===== config.mk =====
export PLATFORM = sky130hd
export DESIGN_NAME = meter_input_conditioner_flat
export DESIGN_NICKNAME = d
export VERILOG_FILES = /design/src/rtl/meter_pkg.sv /design/src/rtl/meter_input_conditioner_if.sv /design/src/rtl/meter_input_conditioner_debounce.sv /design/src/rtl/meter_input_conditioner.sv /design/src/flat_wrapper.sv
export SDC_FILE = /design/constraint.sdc
export NUM_CORES = 1
export LEC_CHECK = 0
export ABC_AREA = 1
export CAP_MARGIN = 20
export CELL_PAD_IN_SITES_DETAIL_PLACEMENT = 0
export CELL_PAD_IN_SITES_GLOBAL_PLACEMENT = 2
export CORE_MARGIN = 2
export CORE_UTILIZATION = 29
export DETAILED_ROUTE_END_ITERATION = 8
export DONT_BUFFER_PORTS = 1
export PLACE_DENSITY = 0.63
export SETUP_SLACK_MARGIN = 0.15
export SLEW_MARGIN = 20
export SYNTH_ARGS = -nofsm -noshare
export SYNTH_HDL_FRONTEND = slang
export SYNTH_HIERARCHICAL = 1
export SYNTH_SLANG_ARGS = --single-unit

===== constraint.sdc =====
create_clock -name clk -period 1.18 [get_ports clk]
set_input_delay 0.236 -clock clk [delete_from_list [all_inputs] [get_ports clk]]
set_output_delay 0.236 -clock clk [all_outputs]
set_load 0.05 [all_outputs]

===== src/rtl/meter_pkg.sv =====
`default_nettype none
// ============================================================================
// Module      : meter_pkg
// Description : Shared parking-meter definitions: button channel map,
//               debounce default and the fixed-priority pick helper.
// Revision    : 1.0 - initial release
// ============================================================================
package meter_pkg;

    localparam int N_BTN             = 6;
    localparam int DB_CYCLES_DEFAULT = 3;

    typedef logic [N_BTN-1:0] btn_vec_t;

    typedef enum logic [2:0] {
        BTN_ADD1 = 3'd0,
        BTN_ADD2 = 3'd1,
        BTN_ADD3 = 3'd2,
        BTN_ADD4 = 3'd3,
        BTN_RST1 = 3'd4,
        BTN_RST2 = 3'd5
    } btn_idx_e;

    // Isolates the lowest set bit: channel 0 has the highest priority.
    function automatic btn_vec_t lowest_set(input btn_vec_t req);
        return req & (~req + btn_vec_t'(1));
    endfunction

endpackage
`default_nettype wire


===== src/rtl/meter_input_conditioner_if.sv =====
`default_nettype none
// ============================================================================
// Module      : meter_input_conditioner_if
// Description : Raw button levels in, single-cycle meter command pulses out.
// Revision    : 1.0 - initial release
// ============================================================================
interface meter_input_conditioner_if;
    import meter_pkg::*;

    btn_vec_t btn_raw;
    logic     add1;
    logic     add2;
    logic     add3;
    logic     add4;
    logic     rst1;
    logic     rst2;
    logic     busy;
    logic     drop;

    // master: the conditioner; slave: button panel plus the meter it feeds
    modport master (
        input  btn_raw,
        output add1, add2, add3, add4, rst1, rst2, busy, drop
    );

    modport slave (
        output btn_raw,
        input  add1, add2, add3, add4, rst1, rst2, busy, drop
    );

endinterface
`default_nettype wire


===== src/rtl/meter_input_conditioner_debounce.sv =====
`default_nettype none
// ============================================================================
// Module      : debounce_channel
// Description : Two-flop synchronizer plus counter debouncer for one button;
//               flags the edge on which the debounced level rises.
// Revision    : 1.0 - initial release
// ============================================================================
module debounce_channel #(
    parameter int DB_CYCLES = 3
) (
    input  wire  clk,
    input  wire  rst_n,
    input  wire  btn_raw,
    output logic rise
);

    localparam int CNT_W = $clog2(DB_CYCLES);
    localparam logic [CNT_W-1:0] C_CNT_LAST = CNT_W'(DB_CYCLES - 1);

    logic             r_s1;
    logic             r_sync;
    logic             r_db;
    logic [CNT_W-1:0] r_cnt;
    logic             w_differ;
    logic             w_settled;

    assign w_differ  = (r_sync != r_db);
    assign w_settled = (r_cnt == C_CNT_LAST);

    always_ff @(posedge clk or negedge rst_n) begin
        if (!rst_n) begin
            r_s1   <= 1'b0;
            r_sync <= 1'b0;
            r_db   <= 1'b0;
            r_cnt  <= '0;
        end else begin
            r_s1   <= btn_raw;
            r_sync <= r_s1;
            if (!w_differ) begin
                r_cnt <= '0;
            end else if (w_settled) begin
                r_db  <= r_sync;
                r_cnt <= '0;
            end else begin
                r_cnt <= r_cnt + CNT_W'(1);
            end
        end
    end

    // Coincides with the edge that loads r_db <= 1, so the caller can capture it then.
    assign rise = w_differ & w_settled & r_sync;

endmodule
`default_nettype wire


===== src/rtl/meter_input_conditioner.sv =====
`default_nettype none
// ============================================================================
// Module      : meter_input_conditioner
// Description : Debounces six meter buttons and issues at most one command
//               pulse per clock through a fixed-priority pending queue.
// Revision    : 1.0 - initial release
// ============================================================================
module meter_input_conditioner
    import meter_pkg::*;
#(
    parameter int DB_CYCLES = DB_CYCLES_DEFAULT
) (
    input wire                         clk,
    input wire                         rst_n,
    meter_input_conditioner_if.master  bus
);

    btn_vec_t w_rise;
    btn_vec_t w_grant;
    btn_vec_t w_collide;
    btn_vec_t w_pend_next;
    btn_vec_t r_pending;
    btn_vec_t r_cmd;
    logic     r_drop;

    for (genvar i = 0; i < N_BTN; i++) begin : g_chan
        debounce_channel #(
            .DB_CYCLES (DB_CYCLES)
        ) u_debounce (
            .clk     (clk),
            .rst_n   (rst_n),
            .btn_raw (bus.btn_raw[i]),
            .rise    (w_rise[i])
        );
    end

    // A rise on the channel being granted this edge re-arms it instead of dropping.
    always_comb begin
        w_grant     = lowest_set(r_pending);
        w_collide   = w_rise & r_pending & ~w_grant;
        w_pend_next = (r_pending & ~w_grant) | w_rise;
    end

    always_ff @(posedge clk or negedge rst_n) begin
        if (!rst_n) begin
            r_pending <= '0;
            r_cmd     <= '0;
            r_drop    <= 1'b0;
        end else begin
            r_pending <= w_pend_next;
            r_cmd     <= w_grant;
            r_drop    <= |w_collide;
        end
    end

    assign bus.add1 = r_cmd[BTN_ADD1];
    assign bus.add2 = r_cmd[BTN_ADD2];
    assign bus.add3 = r_cmd[BTN_ADD3];
    assign bus.add4 = r_cmd[BTN_ADD4];
    assign bus.rst1 = r_cmd[BTN_RST1];
    assign bus.rst2 = r_cmd[BTN_RST2];
    assign bus.busy = |r_pending;
    assign bus.drop = r_drop;

endmodule
`default_nettype wire

===== src/flat_wrapper.sv =====
// flat-port wrapper written by rule: the top's interface ports become plain ports
module meter_input_conditioner_flat import meter_pkg::*;
#(
    parameter int DB_CYCLES = DB_CYCLES_DEFAULT
)
  (clk, rst_n, bus_btn_raw, bus_add1, bus_add2, bus_add3, bus_add4, bus_rst1, bus_rst2, bus_busy, bus_drop);
  meter_input_conditioner_if bus_i ();
  input wire clk;
  input wire rst_n;
  input wire logic [$bits(bus_i.btn_raw)-1:0] bus_btn_raw;
  output wire logic [$bits(bus_i.add1)-1:0] bus_add1;
  output wire logic [$bits(bus_i.add2)-1:0] bus_add2;
  output wire logic [$bits(bus_i.add3)-1:0] bus_add3;
  output wire logic [$bits(bus_i.add4)-1:0] bus_add4;
  output wire logic [$bits(bus_i.rst1)-1:0] bus_rst1;
  output wire logic [$bits(bus_i.rst2)-1:0] bus_rst2;
  output wire logic [$bits(bus_i.busy)-1:0] bus_busy;
  output wire logic [$bits(bus_i.drop)-1:0] bus_drop;
  assign bus_i.btn_raw = bus_btn_raw;
  assign bus_add1 = bus_i.add1;
  assign bus_add2 = bus_i.add2;
  assign bus_add3 = bus_i.add3;
  assign bus_add4 = bus_i.add4;
  assign bus_rst1 = bus_i.rst1;
  assign bus_rst2 = bus_i.rst2;
  assign bus_busy = bus_i.busy;
  assign bus_drop = bus_i.drop;
  meter_input_conditioner #(.DB_CYCLES(DB_CYCLES)) u_core (.clk(clk), .rst_n(rst_n), .bus(bus_i));
endmodule

==> qor.txt <==
Outcome: finished, violations left
Failing checks: hold timing, setup timing
RSZ-0062 raised after global routing: yes
Syn nets: 184
Initial antenna violation count: 0
Crit-path max cell delay: 0.40 ns
Top FF cell, synth: dfrtp_1
Register area: 1080 sq um
Die area: 6210 sq um
Core area: 5440 sq um
Slew Limit Fails: 0
Synth Register Bits: 43
Max Clk Rate: 753 MHz
Ys async rst share: 100%
Crit path time final: 1.33 ns
Crit-path cells: nor2_2 > nand4_1 > buf_6
Pwr/cell area: 2200 nW/um^2
Ys Warns: 6
Most common cell in the netlist: nand2_1
Total global-route track usage: 9.77%
R2r endpoint: u_core/bus.drop
CTS tree: done
Setup TNS: -0.199 ns
Mapped Cells: 176
Most common library cells after synthesis: nand2_1 (56), dfrtp_1 (43), inv_1 (31)
Critical Path RT: 0.94 ns
# nets final: 204
Synth area leader: dfrtp_1
R2R setup slack: -0.05 ns
Antenna Violating Nets Remaining: 0
Netlist area before placement: 1620 sq um
Max cap viols: 0
Fillers: 540
Total CTS buffers: 5
Ranking of synthesized cells by area: dfrtp_1 (66%), nand2_1 (13%), inv_1 (7.2%)
Non-Filler Instances: 269
Routability cong.: 0.759
Die Wd: 78.8 microns
Multi-input logic area: 433 sq um
H-Tree Depth: 2
Type of the most critical hold path: input pin to async pin
First-pass GRT wire length: 4690 microns
WL per Instance: 10.0 microns
Layout cells sized above 1: 14.2%
CP startpoint kind: flip-flop
Clock Path Buffers: 2
Clk_skew: 0.00263 ns
Worst-path clk slew: 0.08 ns
WL final: 2690 microns
Slowest cell on the critical path: dfrtp_1
Tightest Pin Transition: 0.252 ns
VDD IR-drop max: 670 uV
Final setup vio count: 2
Pin count of the biggest net entering global routing: 44
Post-synthesis sequential area ratio: 66.4%
Syn-to-layout area delta: 20.1%
CTS Root Cell: clkbuf_8
1st-iter DRT viols: 57
Clock sinks: 43
Global route overflow: 0
Hold-fix buffers at CTS: 6
Via density: 4.01
Final hold violations: 43
DP HPWL: 1800 microns
Top-area cell type share of the netlist area: 66.4%
Leakage: 0.00106 uW
N_diodes: 0
DP Cell Count: 250
Port bufs: 0
Die height: 78.8 microns
Avg Cell Area, Syn: 9.21 sq um
1st-pass router iterations: 6
Post-synth EDFFs: 0
Worst slew margin: 83.2%
Via count of the first global-routing pass: 1,130
Final period util: 113%
R2R cell count: 8
Setup crit end kind: output port
Crit path kind: flip-flop to output port
Min Hold Slack: -0.365 ns
CP Max Fanout: 2
Worst reg2reg startpoint: u_core/r_pending[1]
Starting Density: 29.8%
Unique masters post-synth: 14
FP Rows: 27
IO Count: 16
Worst EP arrival: 1.09 ns
Worst skew pair latency: 0.29 ns
Remaining routing DRC violations: 0
Final WS setup: -0.149 ns
Total vias in the final route: 1,078
[worst max-delay path by stage]
stage / start / to / slack (ns)
detailed placement: u_core/r_pending[1] / u_core/bus.drop / 0.04
global route: u_core/r_pending[4] / bus_busy / -0.24
finish: u_core/r_pending[4] / bus_busy / -0.15
global placement: u_core/r_pending[1] / bus_busy / 0.05
floorplan: u_core/r_pending[1] / bus_busy / -0.1
CTS: u_core/r_pending[0] / bus_busy / -0.16
[per-layer routing]
metal  vias up  wire (microns)  global-route usage (%)
met5         -               0                       0
met2        19            1360                    17.0
met1       495            1190                    10.8
met4         0              34                    4.74
met3         4             111                    3.07
li1        560               -                       -
[area by class of cell]
| class | instances | area share (%) |
|---|---|---|
| Sequential cell | 43 | 55.7 |
| Multi-Input combinational cell | 101 | 22.2 |
| Timing Repair Buffer | 13 | 6.17 |
| Inverter | 32 | 6.17 |
| Clock buffer | 8 | 5.14 |
| Tap cell | 72 | 4.62 |
[logic make-up (layout without fill, tap and decap cells)]
| logic type | Yosys count | after routing | share of synthesized area [%] |
|---|---|---|---|
| compound gates | 7 | 7 | 2.85 |
| buf+inv | 32 | 53 | 7.41 |
| flops | 43 | 43 | 66.4 |
| simple gates | 94 | 94 | 23.4 |
[layout by cell type, fill, tap and decap left out]
cell and n:
dfrtp_2 7, dlygate4sd3_1 6, o21ai_1 1, inv_1 30, nand2_2 1, dfrtp_1 36, clkbuf_1 1, a21oi_1 2
nand3_2 1, nor2_2 1, inv_2 2, clkbuf_8 7, buf_6 2, nor2_4 1, buf_4 5, nand4_1 1
nand2_1 56, nor2_1 23, nand3_1 10, a21o_1 2, a21o_2 1, o21bai_1 1
[sequential cells by signal, summed over array words and instances, names as in the netlist]
signal                           cells
u_core/g_chan.u_debounce/r_s1        6
u_core/bus.drop                      1
u_core/g_chan.u_debounce/r_db        6
u_core/g_chan.u_debounce/r_sync      6
u_core/r_cmd                         6
u_core/r_pending                     6
u_core/g_chan.u_debounce/r_cnt      12
[where the power goes]
group / leakage, uW / internal (uW) / switching, uW / total, uW
Sequential: 0.000539 / 1830 / 353 / 2180
Combinational: 0.000464 / 429 / 668 / 1100
Clock: 0.0000515 / 534 / 476 / 1010
Total: 0.00106 / 2790 / 1500 / 4290
[metrics by stage]
stage / total power (uW) / worst slack, ns / cell area (sq um) / hold slack, ns / util, %
2_1_floorplan: 2950 / -0.0984 / 1620 / -0.0596 / -
3_3_place_gp: 3140 / 0.0539 / 1730 / -0.0582 / 31.7
3_5_place_dp: 3200 / 0.0409 / 1730 / -0.0585 / 31.7
4_1_cts: 4330 / -0.163 / 1940 / -0.379 / 35.6
5_1_grt: 4620 / -0.245 / 1950 / -0.388 / 35.8
6_report: 4290 / -0.149 / 1950 / -0.365 / 35.8
[critical path, delay by kind of cell, from the launching register on]
family,cells,cell delay (ns)
flip-flops,1,0.40
AND/OR/NAND/NOR,2,0.24
buffers and inverters,1,0.17
[repair_timing]
| item | in CTS | in global routing |
|---|---|---|
| endpoints found under the hold margin | 49 | 43 |
| pin swaps | 1 | 3 |
| gates resized for setup | 11 | 1 |
| cloned | 0 | 0 |
| setup endpoints to repair | 11 | 13 |
| buffers inserted | 4 | 1 |
Note: power is estimated with default switching activity, not from simulation.
